File: config.mk
export PLATFORM = sky130hd
export DESIGN_NAME = uart_tx_sched
export DESIGN_NICKNAME = d
export VERILOG_FILES = /design/src/rtl/uart_tx_sched.sv
export SDC_FILE = /design/constraint.sdc
export NUM_CORES = 1
export LEC_CHECK = 0
export BUFFER_PORTS_ARGS = -buffer_cell sky130_fd_sc_hd__buf_2
export CAP_MARGIN = 10
export CORE_UTILIZATION = 43
export CTS_BUF_LIST = sky130_fd_sc_hd__clkbuf_2 sky130_fd_sc_hd__clkbuf_4 sky130_fd_sc_hd__clkbuf_8
export DETAILED_ROUTE_END_ITERATION = 8
export HOLD_SLACK_MARGIN = 0.02
export PLACE_DENSITY = 0.66
export REMOVE_ABC_BUFFERS = 1
export SLEW_MARGIN = 20
export SYNTH_ARGS = -nofsm -noshare
export SYNTH_HDL_FRONTEND = slang
export SYNTH_SLANG_ARGS = --single-unit
File: constraint.sdc
create_clock -name i_clk -period 2.55 [get_ports i_clk]
set_clock_uncertainty 0.2 [all_clocks]
set_input_delay 0.255 -clock i_clk [delete_from_list [all_inputs] [get_ports i_clk]]
set_output_delay 0.255 -clock i_clk [all_outputs]
set_load 0.02 [all_outputs]
File: src/rtl/uart_tx_sched.sv
// -----------------------------------------------------------------------------
// uart_tx_sched
//   Two-requester UART transmit scheduler and 8N1 serializer.
//   Round-robin arbitration between two byte sources (valid/ready), then one
//   frame per accepted byte on o_serial_out:
//     start bit (0), D0..D7 LSB first, stop bit (1).
//   Each bit lasts CLKS_PER_BIT clock cycles. Bit timing comes from i_clk.
//
// Handshake:
//   A byte moves when valid and ready are both high at a rising i_clk edge.
//   - A requester holds its valid and data stable until that edge.
//   - Ready is only offered in IDLE, and to at most one requester per cycle.
//   - Ready is forced low while i_clr is low.
//
// Parameters
//   CLKS_PER_BIT  clock cycles per serial bit (>= 2)
//
// Ports
//   i_clk          system clock, rising edge
//   i_clr          asynchronous active-low reset
//   i_req0_valid   requester 0 has a byte
//   i_req0_data    requester 0 byte, sampled on acceptance
//   o_req0_ready   requester 0 byte accepted this cycle
//   i_req1_valid   requester 1 has a byte
//   i_req1_data    requester 1 byte, sampled on acceptance
//   o_req1_ready   requester 1 byte accepted this cycle
//   o_serial_out   UART line (registered, idles high)
//   o_busy         frame in progress (START/DATA/STOP)
//   o_grant_id     requester whose frame is current or was last sent
//   o_state        FSM state for observation (0=IDLE,1=START,2=DATA,3=STOP)
// -----------------------------------------------------------------------------
module uart_tx_sched #(
   parameter int unsigned CLKS_PER_BIT = 16
) (
   input  logic       i_clk,
   input  logic       i_clr,
   input  logic       i_req0_valid,
   input  logic [7:0] i_req0_data,
   output logic       o_req0_ready,
   input  logic       i_req1_valid,
   input  logic [7:0] i_req1_data,
   output logic       o_req1_ready,
   output logic       o_serial_out,
   output logic       o_busy,
   output logic       o_grant_id,
   output logic [1:0] o_state
);

   localparam int unsigned CW = (CLKS_PER_BIT > 1) ? $clog2(CLKS_PER_BIT) : 1;
   localparam logic [CW-1:0] LAST_CYC = CW'(CLKS_PER_BIT - 1);

   typedef enum logic [1:0] {
      S_IDLE  = 2'd0,
      S_START = 2'd1,
      S_DATA  = 2'd2,
      S_STOP  = 2'd3
   } state_t;

   // Registered state
   state_t        r_state;
   logic [CW-1:0] r_cyc_cnt;
   logic [2:0]    r_bit_cnt;
   logic [7:0]    r_shift;
   logic          r_serial;
   logic          r_grant_id;
   logic          r_last_served;

   // Next-state values
   state_t        w_state_nxt;
   logic [CW-1:0] w_cyc_nxt;
   logic [2:0]    w_bit_nxt;
   logic [7:0]    w_shift_nxt;
   logic          w_serial_nxt;
   logic          w_grant_id_nxt;
   logic          w_last_nxt;

   logic w_idle;
   logic w_grant0;
   logic w_grant1;
   logic w_accept0;
   logic w_accept1;
   logic w_bit_end;

   assign w_idle = (r_state == S_IDLE);

   // Round-robin: a lone requester always wins.
   // On a tie, the requester that was not served last wins.
   assign w_grant0 = i_req0_valid & (~i_req1_valid | r_last_served);
   assign w_grant1 = i_req1_valid & (~i_req0_valid | ~r_last_served);

   assign o_req0_ready = i_clr & w_idle & w_grant0;
   assign o_req1_ready = i_clr & w_idle & w_grant1;

   assign w_accept0 = i_req0_valid & o_req0_ready;
   assign w_accept1 = i_req1_valid & o_req1_ready;

   assign w_bit_end = (r_cyc_cnt == LAST_CYC);

   // Next-state and next-output logic.
   // o_serial_out is registered, so the value the line carries during a
   // state is loaded on the edge that enters that state (or that bit).
   always_comb begin
      w_state_nxt    = r_state;
      w_cyc_nxt      = r_cyc_cnt;
      w_bit_nxt      = r_bit_cnt;
      w_shift_nxt    = r_shift;
      w_serial_nxt   = r_serial;
      w_grant_id_nxt = r_grant_id;
      w_last_nxt     = r_last_served;

      case (r_state)
         S_IDLE: begin
            w_cyc_nxt    = '0;
            w_bit_nxt    = 3'd0;
            w_serial_nxt = 1'b1;
            if (w_accept0) begin
               w_shift_nxt    = i_req0_data;
               w_grant_id_nxt = 1'b0;
               w_last_nxt     = 1'b0;
               w_state_nxt    = S_START;
               w_serial_nxt   = 1'b0;
            end else if (w_accept1) begin
               w_shift_nxt    = i_req1_data;
               w_grant_id_nxt = 1'b1;
               w_last_nxt     = 1'b1;
               w_state_nxt    = S_START;
               w_serial_nxt   = 1'b0;
            end
         end

         S_START: begin
            if (w_bit_end) begin
               w_cyc_nxt    = '0;
               w_state_nxt  = S_DATA;
               w_serial_nxt = r_shift[0];
            end else begin
               w_cyc_nxt = r_cyc_cnt + CW'(1);
            end
         end

         S_DATA: begin
            if (w_bit_end) begin
               w_cyc_nxt = '0;
               if (r_bit_cnt == 3'd7) begin
                  w_state_nxt  = S_STOP;
                  w_serial_nxt = 1'b1;
               end else begin
                  // Next bit is shift[1] now; shifting keeps shift[0]
                  // equal to the bit on the line.
                  w_shift_nxt  = {1'b0, r_shift[7:1]};
                  w_serial_nxt = r_shift[1];
                  w_bit_nxt    = r_bit_cnt + 3'd1;
               end
            end else begin
               w_cyc_nxt = r_cyc_cnt + CW'(1);
            end
         end

         S_STOP: begin
            if (w_bit_end) begin
               // Returning to IDLE guarantees at least one idle-high cycle
               // before the next start bit.
               w_cyc_nxt    = '0;
               w_state_nxt  = S_IDLE;
               w_serial_nxt = 1'b1;
            end else begin
               w_cyc_nxt = r_cyc_cnt + CW'(1);
            end
         end

         default: begin
            w_state_nxt  = S_IDLE;
            w_cyc_nxt    = '0;
            w_bit_nxt    = 3'd0;
            w_serial_nxt = 1'b1;
         end
      endcase
   end

   // State register.
   // An asynchronous clear aborts any frame and drives the line high at once.
   always_ff @(posedge i_clk or negedge i_clr) begin
      if (!i_clr) begin
         r_state       <= S_IDLE;
         r_cyc_cnt     <= '0;
         r_bit_cnt     <= 3'd0;
         r_shift       <= 8'h00;
         r_serial      <= 1'b1;
         r_grant_id    <= 1'b0;
         r_last_served <= 1'b1;
      end else begin
         r_state       <= w_state_nxt;
         r_cyc_cnt     <= w_cyc_nxt;
         r_bit_cnt     <= w_bit_nxt;
         r_shift       <= w_shift_nxt;
         r_serial      <= w_serial_nxt;
         r_grant_id    <= w_grant_id_nxt;
         r_last_served <= w_last_nxt;
      end
   end

   assign o_serial_out = r_serial;
   assign o_busy       = ~w_idle;
   assign o_grant_id   = r_grant_id;
   assign o_state      = r_state;

endmodule

==> metrics.log, run 1 <==
[metrics] overall overflow remaining after global route: 0
[metrics] share of post-route cells with drive strength above 1: 35.03%
[metrics] terminus of the critical flop-to-flop path: r_shift[4]
[metrics] Clock Tree Root: sky130_fd_sc_hd__clkbuf_4
[metrics] global-route wire length before repair: 4422 um
[metrics] biggest area consumer among synthesized cells: sky130_fd_sc_hd__dfrtp_1
[metrics] count of port buffers added during placement: 26
[metrics] Setup Buffers After CTS: 0
[metrics] vias per std cell: 5.239
[metrics] Worst R2R Start: o_state[0]
[metrics] total length of routed wires: 2455 um
[metrics] initial core utilization: 44.85%
[metrics] post-synthesis area per instance: 9.655 sq um
[metrics] Filler Cells Inserted: 237
[metrics] Worst slew margin: 72.57%
[metrics] count of pins on the block boundary: 27
[metrics] crit end category: primary output
[metrics] total power consumption of the routed design: 0.6258 mW
[metrics] Hold Violations, Final: 0
[metrics] antenna violations before repair: 0
[metrics] cell count after synthesis: 127
[metrics] number of synthesized flops with an enable pin: 0
[metrics] hold depth: 3
[metrics] distinct cell type count of the synthesized netlist: 33
[metrics] total power density per cell area: 428.6 mW/mm^2
[metrics] endpoint required time on the critical path: 2.10 ns
[metrics] insertion delay to the later sink of the worst-skew pair: 0.30 ns
[metrics] setup slack after layout: 0.1375 ns
[metrics] antenna violation net count after detailed routing: 0
[metrics] number of max-cap violations: 0
[metrics] min-delay worst type: in2reg
[metrics] First DRT Iteration DRCs: 13
[metrics] cell area after technology mapping: 0.001226 sq mm
[metrics] fraction of power consumed by combinational cells: 6.4%
[metrics] area fraction of the dominant cell type after synthesis: 36.73%
[metrics] status: finished, final reports clean
[metrics] Net Sw Frac: 19.68%
[metrics] leakage power figure: 0.7071 nW
[metrics] clock tree sinks: 20
[metrics] Hold Crit Endpoint: r_shift[7]
[metrics] Area contributors post-synth: sky130_fd_sc_hd__dfrtp_1, sky130_fd_sc_hd__mux2_2, sky130_fd_sc_hd__ha_1
[metrics] Crit Path Max Fanout: 9
[metrics] Resized cells post-CTS: 0
[metrics] Clk network pwr share: 41.5%
[metrics] Max IR drop VDD: 0.2896 mV
[metrics] Worst R2R Path Depth: 6
[metrics] setup repair after global routing missed its margin: no
[metrics] most used flip-flop cell after synthesis: sky130_fd_sc_hd__dfrtp_1
[metrics] Final min period: 2.412 ns
[metrics] Layout Nets: 186
[metrics] asr flop ratio synth: 100.0%
[metrics] placeable core area: 0.002734 sq mm
[metrics] maximum number of pins on one net before global-route repair: 22
[metrics] global placement routability congestion: 0.7427
[metrics] DRC Markers: 0
[metrics] worst reg-to-reg setup slack: 0.24 ns
[metrics] via count: 985
[metrics] global router's overall resource usage: 17.78%
[metrics] fraction of power consumed by sequential logic: 52.2%
[metrics] number of global-route vias before repair: 1,051
[metrics] ratio of final minimum period to clock period: 94.61%
[metrics] antenna diode instance count: 0
[metrics] area enclosed by the die boundary: 0.003069 sq mm
[metrics] portion of the post-synthesis area used by sequential elements: 41.02%
[metrics] post-route setup TNS: 0 ns
[metrics] CTS H-tree lvls: 1
[metrics] Synth Register Bits: 20
[metrics] Core Util, Final: 53.41%
[metrics] Peak Freq: 0.4145 GHz
[metrics] final std cell area, no fill: 0.001460 sq mm
[metrics] clock buffers created by TritonCTS: 3
[metrics] critical path class: reg2out
[metrics] Pre-Repair DR Iteration Count: 4
[metrics] hold buffer count at cts: 2
[metrics] worst path arrival time: 1.96 ns
[metrics] die boundary width: 55.40 um
[metrics] final setup vio count: 0
[metrics] transition time of the tightest slew-check pin: 0.4083 ns
[metrics] Site Rows: 19
[metrics] startpoint of the lowest-slack hold path: i_req1_data[7]
[metrics] max-slew violation total from the final report: 0
[metrics] maximum number of buffers from clock root to sink: 2
[metrics] placement-stage worst setup slack: 0.2815 ns
[metrics] Psw: 0.1232 mW
[metrics] detailed placer's ending HPWL: 1854 um
[metrics] Clock transition at path regs: 0.12 ns
[metrics] count of warnings emitted by yosys: 0
[metrics] Power Internal: 0.5026 mW
[metrics] Layout area overhead: 19.08%
[metrics] clock tree from TritonCTS: yes
[metrics] die height: 55.40 um
[metrics] Startpoint Class: register
[metrics] placed instance area: 0.001388 sq mm
[metrics] average wire per cell in the routed design: 13.06 um
[power by group through the flow]
stage / clock (mW) / sequential [mW] / combinational [mW]
4_1_cts: 0.270 / 0.326 / 0.0409
3_5_place_dp: 0 / 0.332 / 0.0382
2_1_floorplan: 0 / 0.333 / 0.0118
5_1_grt: 0.282 / 0.327 / 0.0449
3_3_place_gp: 0 / 0.332 / 0.0371
6_report: 0.259 / 0.326 / 0.0398
[stage by stage]
| stage | hold WS (ns) | cells |
|---|---|---|
| final | 0.08318 | 188 |
| after global routing | 0.09378 | 188 |
| after CTS | 0.08610 | 188 |
| after detailed placement | 0.05834 | 182 |
| after global placement | 0.04574 | 182 |
| after floorplan | -0.2406 | 121 |
[area by class of cell]
type,count,area [sq um],share of cell area (%)
repair buffers,32,180.2,12.34
well taps,31,38.79,2.656
multi-input cells,96,666.9,45.67
flip-flops and latches,20,503.0,34.45
inverters,5,18.77,1.285
clock inverters,1,30.03,2.057
clock buffers,3,22.52,1.542
[how the worst max path moves through the flow]
stage / endpoint / slack, ns / from
6_report: o_req0_ready / 0.14 / o_state[0]
5_1_grt: o_req0_ready / 0.006 / o_state[1]
4_1_cts: o_req0_ready / 0.12 / o_state[1]
3_5_place_dp: r_shift[3] / 0.28 / o_state[1]
3_3_place_gp: r_shift[4] / 0.31 / o_state[0]
2_1_floorplan: r_shift[0] / 0.09 / o_state[0]
[routing by layer]
layer | up-vias | share of wire, % | GRT usage [%]
met2 | 20 | 47 | 29.43
met3 | 4 | 2.5 | 2.108
li1 | 504 | - | -
met1 | 457 | 48 | 23.34
met4 | 0 | 2.2 | 7.857
met5 | - | 0 | 0
[Yosys cell counts (all sizes together), types with 2 or more instances]
master,count
nor2,25
dfrtp,18
o21ai,13
mux2,10
ha,8
o31ai,8
nand2,6
a21oi,5
buf,5
inv,5
a21o,2
and3,2
dfstp,2
mux2i,2
nand2b,2
nor3,2
or2,2
[critical path, stage by stage (launching register included)]
cell,delay [ns]
sky130_fd_sc_hd__dfrtp_1,0.43
sky130_fd_sc_hd__inv_1,0.14
sky130_fd_sc_hd__ha_1,0.21
sky130_fd_sc_hd__and2_1,0.21
sky130_fd_sc_hd__and3_1,0.42
sky130_fd_sc_hd__buf_2,0.24
[state kept, by name (all words and copies together) (netlist names)]
register	cells
o_grant_id	1
o_serial_out	1
r_last_served	1
r_shift	8
r_bit_cnt	3
r_cyc_cnt	4
o_state	2
[cell families (layout without fill, tap and decap cells)]
group	after synthesis	in the layout	synth area share, %
compound gates	32	32	19.18
xor+xnor	1	1	0.7144
simple gates	43	43	15.51
fa+ha+maj	8	8	8.164
flops	20	20	41.02
mux	12	12	10.82
buf+inv	11	41	4.591
[layout by cell type, fill, tap and decap left out, drive strengths merged, types with 3 or more instances in the layout]
cell and n:
a21oi 5, buf 30, clkbuf 3, dfrtp 18, ha 8, inv 5
mux2 10, nand2 6, nor2 25, o21ai 13, o31ai 8
Note: power is estimated with default switching activity, not from simulation.
==> run 2: changes to the inputs <==
--- a/config.mk
+++ b/config.mk
@@ -7,11 +7,12 @@
 export LEC_CHECK = 0
 export BUFFER_PORTS_ARGS = -buffer_cell sky130_fd_sc_hd__buf_2
 export CAP_MARGIN = 10
-export CORE_UTILIZATION = 43
-export CTS_BUF_LIST = sky130_fd_sc_hd__clkbuf_2 sky130_fd_sc_hd__clkbuf_4 sky130_fd_sc_hd__clkbuf_8
+export CORE_MARGIN = 5
+export CORE_UTILIZATION = 53
+export CTS_BUF_LIST = sky130_fd_sc_hd__clkbuf_16
 export DETAILED_ROUTE_END_ITERATION = 8
 export HOLD_SLACK_MARGIN = 0.02
-export PLACE_DENSITY = 0.66
+export PLACE_DENSITY = 0.78
 export REMOVE_ABC_BUFFERS = 1
 export SLEW_MARGIN = 20
 export SYNTH_ARGS = -nofsm -noshare
==> run 2 against run 1 <==
  * First-iteration DRC count rose to 3.2 times the previous value
  * Wire length rose by 7.5%
  * Sequential power is essentially flat
  * Critical path depth stayed put
  * Combinational power fell by 3%
  * Non-clock buffer count stayed put
  * Hold slack improved by 0.017 ns
  * Sequential share of layout area down 1.1 points
  * Global-route usage decreased by 0.083 points
  * Setup slack improved by 0.020 ns
  * Clock power up 66%
  * Final cell count shrank 1.6%
  * Largest cell class unchanged
  * Highest routed layer unchanged
==> metrics.log, run 2 (synthesis results as in run 1) <==
[metrics] leakage power figure: 0.7302 nW (was 0.7071 nW)
[metrics] placed instance area: 0.001391 sq mm (was 0.001388 sq mm)
[metrics] Worst R2R Path Depth: 6 (unchanged)
[metrics] maximum number of pins on one net before global-route repair: 22 (unchanged)
[metrics] Layout Nets: 186 (unchanged)
[metrics] antenna diode instance count: 0 (unchanged)
[metrics] Clock transition at path regs: 0.06 ns (was 0.12 ns)
[metrics] average wire per cell in the routed design: 14.27 um (was 13.06 um)
[metrics] Setup Buffers After CTS: 0 (unchanged)
[metrics] total length of routed wires: 2640 um (was 2455 um)
[metrics] most common cell after layout, fill and taps aside: sky130_fd_sc_hd__buf_2 (unchanged)
[metrics] Filler Cells Inserted: 167 (was 237)
[metrics] commonest cells after routing, fill and taps aside: sky130_fd_sc_hd__buf_2, sky130_fd_sc_hd__nor2_1, sky130_fd_sc_hd__dfrtp_1, sky130_fd_sc_hd__o21ai_0, sky130_fd_sc_hd__mux2_2 (unchanged)
[metrics] area enclosed by the die boundary: 0.003376 sq mm (was 0.003069 sq mm)
[metrics] Crit Path Max Fanout: 11 (was 9)
[metrics] share of post-route cells with drive strength above 1: 35.67% (was 35.03%)
[metrics] antenna violation net count after detailed routing: 0 (unchanged)
[metrics] Worst Setup SP: o_state[0] (unchanged)
[metrics] post-route setup TNS: 0 ns (unchanged)
[metrics] via count: 1,029 (was 985)
[metrics] global router's overall resource usage: 17.70% (was 17.78%)
[metrics] worst path arrival time: 1.94 ns (was 1.96 ns)
[metrics] global placement routability congestion: 0.7959 (was 0.7427)
[metrics] clock tree from TritonCTS: yes (unchanged)
[metrics] clock tree sinks: 20 (unchanged)
[metrics] setup repair after global routing missed its margin: no (unchanged)
[metrics] total power consumption of the routed design: 0.7969 mW (was 0.6258 mW)
[metrics] CTS H-tree lvls: 1 (unchanged)
[metrics] final hold slack: 0.1006 ns (was 0.08318 ns)
[metrics] Startpoint Class: register (unchanged)
[metrics] maximum number of buffers from clock root to sink: 2 (unchanged)
[metrics] final setup vio count: 0 (unchanged)
[metrics] area of combinational cells with multiple inputs: 666.9 sq um (unchanged)
[metrics] placeable core area: 0.002212 sq mm (was 0.002734 sq mm)
[metrics] number of cells in the finished layout apart from fillers: 185 (was 188)
[metrics] Max IR drop VDD: 0.4118 mV (was 0.2896 mV)
[metrics] First DRT Iteration DRCs: 41 (was 13)
[metrics] crit end category: primary output (unchanged)
[metrics] Clock Tree Root: sky130_fd_sc_hd__clkbuf_16 (was sky130_fd_sc_hd__clkbuf_4)
[metrics] min-delay worst type: in2reg (unchanged)
[metrics] ratio of final minimum period to clock period: 93.82% (was 94.61%)
[metrics] critical path cell sequence: inv_1 -> ha_1 -> and2_1 -> and3_1 -> buf_2 (unchanged)
[metrics] Pre-Repair DR Iteration Count: 4 (unchanged)
[metrics] Hold Violations, Final: 0 (unchanged)
[metrics] storage element area: 503.0 sq um (unchanged)
[metrics] status: finished, final reports clean (unchanged)
[metrics] endpoint required time on the critical path: 2.10 ns (about the same)
[metrics] global-route wire length before repair: 4616 um (was 4422 um)
[metrics] Peak Freq: 0.4180 GHz (was 0.4145 GHz)
[metrics] registers with the most flip-flops: r_shift: 8 flops, r_cyc_cnt: 4 flops, r_bit_cnt: 3 flops (unchanged)
[metrics] Layout area overhead: 22.86% (was 19.08%)
[metrics] insertion delay to the later sink of the worst-skew pair: 0.25 ns (was 0.30 ns)
[metrics] most flop-heavy register: r_shift (unchanged)
[metrics] antenna violations before repair: 0 (unchanged)
[metrics] Core Util, Final: 68.10% (was 53.41%)
[metrics] Worst slew margin: 67.89% (was 72.57%)
[metrics] clock buffers created by TritonCTS: 3 (unchanged)
[metrics] terminus of the critical flop-to-flop path: r_shift[4] (unchanged)
[metrics] count of port buffers added during placement: 26 (unchanged)
[metrics] final std cell area, no fill: 0.001506 sq mm (was 0.001460 sq mm)
[metrics] overall overflow remaining after global route: 0 (unchanged)
[metrics] vias per std cell: 5.562 (was 5.239)
[metrics] die height: 58.10 um (was 55.40 um)
[metrics] setup slack after layout: 0.1577 ns (was 0.1375 ns)
[metrics] Critical Path Sink: o_req0_ready (unchanged)
[metrics] Slowest-stage cell, CP: sky130_fd_sc_hd__and3_1 (was sky130_fd_sc_hd__dfrtp_1)
[metrics] dpl cells: 180 (was 182)
[metrics] placement-stage worst setup slack: 0.2005 ns (was 0.2815 ns)
[metrics] Site Rows: 17 (was 19)
[metrics] number of max-cap violations: 0 (unchanged)
[metrics] Worst R2R Start: o_state[0] (unchanged)
[metrics] max-slew violation total from the final report: 0 (unchanged)
[metrics] detailed placer's ending HPWL: 1921 um (was 1854 um)
[metrics] count of pins on the block boundary: 27 (unchanged)
[metrics] DRC Markers: 0 (unchanged)
[metrics] critical path class: reg2out (unchanged)
[metrics] worst reg-to-reg setup slack: 0.20 ns (was 0.24 ns)
[metrics] max reg flops: 8 (unchanged)
[metrics] Final min period: 2.392 ns (was 2.412 ns)
[metrics] die boundary width: 58.10 um (was 55.40 um)
[metrics] total power density per cell area: 529.0 mW/mm^2 (was 428.6 mW/mm^2)
[metrics] number of global-route vias before repair: 1,015 (was 1,051)
[metrics] initial core utilization: 55.43% (was 44.85%)
[metrics] CP peak stage delay: 0.47 ns (was 0.43 ns)
[metrics] transition time of the tightest slew-check pin: 0.4817 ns (was 0.4083 ns)
==> run 2: changes by cell type in the layout (fill, tap and decap cells not counted), sizes merged <==
cell | before | now
buf | 30 | 31
dlygate4sd3 | 2 | 1
==> run 2: layer usage <==
metal | up-vias | GRT usage (%) | wire [um]
met5 | - | 0 | 0
met4 | 0 | 8.278 | 51
met2 | 24 | 28.55 | 1287
met1 | 498 | 22.53 | 1154
met3 | 6 | 3.786 | 146
li1 | 501 | - | -
==> run 2: power breakdown <==
| part | switching, mW | internal [mW] | total (mW) |
|---|---|---|---|
| Sequential | 0.00295 | 0.324 | 0.327 |
| Combinational | 0.0193 | 0.0195 | 0.0388 |
| Clock | 0.120 | 0.311 | 0.431 |
| Total | 0.142 | 0.655 | 0.797 |
==> run 2: cell type report <==
type                    instances  area share [%]
clock buffers                   3           4.983
clock inverters                 1           1.993
inverters                       5           1.246
multi-input cells              96           44.27
flip-flops and latches         20           33.39
well taps                      28           2.326
repair buffers                 32           11.79
==> run 2: critical path: cells and delay by family (launching register included) <==
family,cells,cell delay [ns]
AND/OR/NAND/NOR,2,0.67
adder cells (fa/ha/maj),1,0.21
buffers and inverters,2,0.39
flip-flops,1,0.41
==> run 2: worst min path at each step <==
stage                      start            end  slack [ns]  depth (start not counted)
CTS                 i_req1_valid  r_last_served        0.10                          3
floorplan                  i_clr     o_grant_id       -0.24                          0
detailed placement         i_clr     o_grant_id        0.06                          2
global route        i_req1_valid  r_last_served        0.12                          3
global placement           i_clr     o_grant_id        0.04                          2
finish              i_req1_valid  r_last_served        0.10                          3
==> run 2: timing repair <==
action,in CTS,in global routing
hold buffers,1,0
setup endpoints to repair,0,0
endpoints found under the hold margin,18,0
gates resized for setup,0,0
==> run 3: changes to the inputs <==
--- a/config.mk
+++ b/config.mk
@@ -8,11 +8,11 @@
 export BUFFER_PORTS_ARGS = -buffer_cell sky130_fd_sc_hd__buf_2
 export CAP_MARGIN = 10
 export CORE_MARGIN = 5
-export CORE_UTILIZATION = 53
-export CTS_BUF_LIST = sky130_fd_sc_hd__clkbuf_16
+export CORE_UTILIZATION = 55
+export CTS_BUF_LIST = sky130_fd_sc_hd__clkbuf_8
 export DETAILED_ROUTE_END_ITERATION = 8
 export HOLD_SLACK_MARGIN = 0.02
-export PLACE_DENSITY = 0.78
+export PLACE_DENSITY = 0.81
 export REMOVE_ABC_BUFFERS = 1
 export SLEW_MARGIN = 20
 export SYNTH_ARGS = -nofsm -noshare
==> run 3 against run 2 <==
  * Die area shrank 3.0%
  * Combinational power grew 2%
  * Power shrank 14%
  * Largest cell class unchanged
  * Via count shrank 2.0%
==> metrics.log, run 3 (synthesis results as in run 1) <==
[metrics] share of post-route cells with drive strength above 1: 35.48% (was 35.67%)
[metrics] insertion delay to the later sink of the worst-skew pair: 0.26 ns (was 0.25 ns)
[metrics] registers with the most flip-flops: r_shift: 8 flops, r_cyc_cnt: 4 flops, r_bit_cnt: 3 flops (unchanged)
[metrics] max reg flops: 8 (unchanged)
[metrics] worst reg-to-reg setup slack: 0.28 ns (was 0.20 ns)
[metrics] most flop-heavy register: r_shift (unchanged)
[metrics] die height: 57.22 um (was 58.10 um)
[metrics] final setup vio count: 0 (unchanged)
[metrics] Crit Path Max Fanout: 11 (unchanged)
[metrics] Site Rows: 17 (unchanged)
[metrics] Startpoint Class: register (unchanged)
[metrics] clock tree sinks: 20 (unchanged)
[metrics] Layout area overhead: 18.98% (was 22.86%)
[metrics] maximum number of pins on one net before global-route repair: 22 (unchanged)
[metrics] Setup Buffers After CTS: 0 (unchanged)
[metrics] final std cell area, no fill: 0.001459 sq mm (was 0.001506 sq mm)
[metrics] max-slew violation total from the final report: 0 (unchanged)
[metrics] total power density per cell area: 467.6 mW/mm^2 (was 529.0 mW/mm^2)
[metrics] number of global-route vias before repair: 1,004 (was 1,015)
[metrics] placed instance area: 0.001376 sq mm (was 0.001391 sq mm)
[metrics] final hold slack: 0.07348 ns (was 0.1006 ns)
[metrics] placeable core area: 0.002170 sq mm (was 0.002212 sq mm)
[metrics] antenna violation net count after detailed routing: 0 (unchanged)
[metrics] endpoint required time on the critical path: 2.52 ns (was 2.10 ns)
[metrics] Worst slew margin: 69.60% (was 67.89%)
[metrics] die boundary width: 57.22 um (was 58.10 um)
[metrics] min-delay worst type: in2reg (unchanged)
[metrics] Peak Freq: 0.4397 GHz (was 0.4180 GHz)
[metrics] global router's overall resource usage: 17.27% (was 17.70%)
[metrics] count of pins on the block boundary: 27 (unchanged)
[metrics] DRC Markers: 0 (unchanged)
[metrics] Pre-Repair DR Iteration Count: 4 (unchanged)
[metrics] leakage power figure: 0.7047 nW (was 0.7302 nW)
[metrics] clock tree from TritonCTS: yes (unchanged)
[metrics] detailed placer's ending HPWL: 1932 um (was 1921 um)
[metrics] total length of routed wires: 2521 um (was 2640 um)
[metrics] antenna diode instance count: 0 (unchanged)
[metrics] vias per std cell: 5.508 (was 5.562)
[metrics] Max IR drop VDD: 0.4511 mV (was 0.4118 mV)
[metrics] CTS H-tree lvls: 1 (unchanged)
[metrics] initial core utilization: 56.52% (was 55.43%)
[metrics] count of port buffers added during placement: 26 (unchanged)
[metrics] antenna violations before repair: 0 (unchanged)
[metrics] average wire per cell in the routed design: 13.78 um (was 14.27 um)
[metrics] most common cell after layout, fill and taps aside: sky130_fd_sc_hd__buf_2 (unchanged)
[metrics] status: finished, final reports clean (unchanged)
[metrics] Clock transition at path regs: 0.08 ns (was 0.06 ns)
[metrics] overall overflow remaining after global route: 0 (unchanged)
[metrics] global placement routability congestion: 0.7408 (was 0.7959)
[metrics] critical path class: reg2reg (was reg2out)
[metrics] via count: 1,008 (was 1,029)
[metrics] commonest cells after routing, fill and taps aside: sky130_fd_sc_hd__buf_2, sky130_fd_sc_hd__nor2_1, sky130_fd_sc_hd__dfrtp_1, sky130_fd_sc_hd__o21ai_0, sky130_fd_sc_hd__mux2_2 (unchanged)
[metrics] setup repair after global routing missed its margin: no (unchanged)
[metrics] crit end category: register (was primary output)
[metrics] ratio of final minimum period to clock period: 89.20% (was 93.82%)
[metrics] Hold Violations, Final: 0 (unchanged)
[metrics] global-route wire length before repair: 4381 um (was 4616 um)
[metrics] worst path arrival time: 2.24 ns (was 1.94 ns)
[metrics] maximum number of buffers from clock root to sink: 2 (unchanged)
[metrics] Clock Tree Root: sky130_fd_sc_hd__clkbuf_8 (was sky130_fd_sc_hd__clkbuf_16)
[metrics] transition time of the tightest slew-check pin: 0.4525 ns (was 0.4817 ns)
[metrics] Final min period: 2.275 ns (was 2.392 ns)
[metrics] number of max-cap violations: 0 (unchanged)
[metrics] Layout Nets: 184 (was 186)
[metrics] area enclosed by the die boundary: 0.003274 sq mm (was 0.003376 sq mm)
[metrics] post-route setup TNS: 0 ns (unchanged)
[metrics] clock buffers created by TritonCTS: 3 (unchanged)
[metrics] total power consumption of the routed design: 0.6822 mW (was 0.7969 mW)
[metrics] First DRT Iteration DRCs: 26 (was 41)
run 3: per-layer routing:
metal  GRT usage [%]  routed length [um]  vias to the layer above  share of wire [%]
met3           4.072                 187                        4                7.4
met1           20.85                1058                      469                 42
met4           8.278                  40                        0                1.6
met5               0                   0                        -                  0
met2           28.87                1235                       36                 49
li1                -                   -                      499                  -
run 3: cell type report:
| cell class | instances | area (sq um) |
|---|---|---|
| Multi-Input combinational cell | 96 | 668.1 |
| Timing Repair Buffer | 30 | 162.7 |
| Sequential cell | 20 | 503.0 |
| Inverter | 5 | 18.77 |
| Clock buffer | 3 | 41.29 |
| Tap cell | 28 | 35.03 |
| Fill cell | 185 | 710.7 |
| Clock inverter | 1 | 30.03 |
run 3: path summary, 6_finish.rpt:
kind	from	depth (start not counted)	end
worst max register to register	o_state[0]	6	r_shift[1]
max in group asynchronous	i_clr	3	r_last_served
worst min register to register	o_grant_id	1	o_grant_id
worst min-delay path	i_req1_valid	3	r_last_served
worst max-delay path	o_state[0]	6	r_shift[1]
min in group asynchronous	i_clr	3	o_state[1]
run 3: report_power, final:
| group | internal [mW] | total, mW | leakage (nW) | switching [mW] |
|---|---|---|---|---|
| clock | 0.210 | 0.316 | 0.0357 | 0.107 |
| combinational | 0.0195 | 0.0395 | 0.416 | 0.0200 |
| sequential | 0.323 | 0.327 | 0.253 | 0.00317 |
| total | 0.552 | 0.682 | 0.705 | 0.130 |
run 3: critical path, stage by stage, from the launching register on:
cell	delay, ns
sky130_fd_sc_hd__dfrtp_1	0.41
sky130_fd_sc_hd__inv_1	0.13
sky130_fd_sc_hd__ha_1	0.24
sky130_fd_sc_hd__inv_2	0.12
sky130_fd_sc_hd__o31a_1	0.40
sky130_fd_sc_hd__or2_1	0.38
sky130_fd_sc_hd__o31ai_2	0.29
run 3: through the flow:
stage	utilization, %	std cells	setup slack (ns)
4_1_cts	67.19	183	0.1067
2_1_floorplan	-	121	0.09415
3_3_place_gp	63.44	178	0.2889
5_1_grt	67.24	183	0.1006
3_5_place_dp	63.44	178	0.2125
6_report	67.24	183	0.2755
run 3: repair_timing:
action                                  CTS  global route
resized for setup                         0             1
endpoints found under the hold margin    18             0
hold buffers                              1             0
endpoints found under the setup margin    0             1
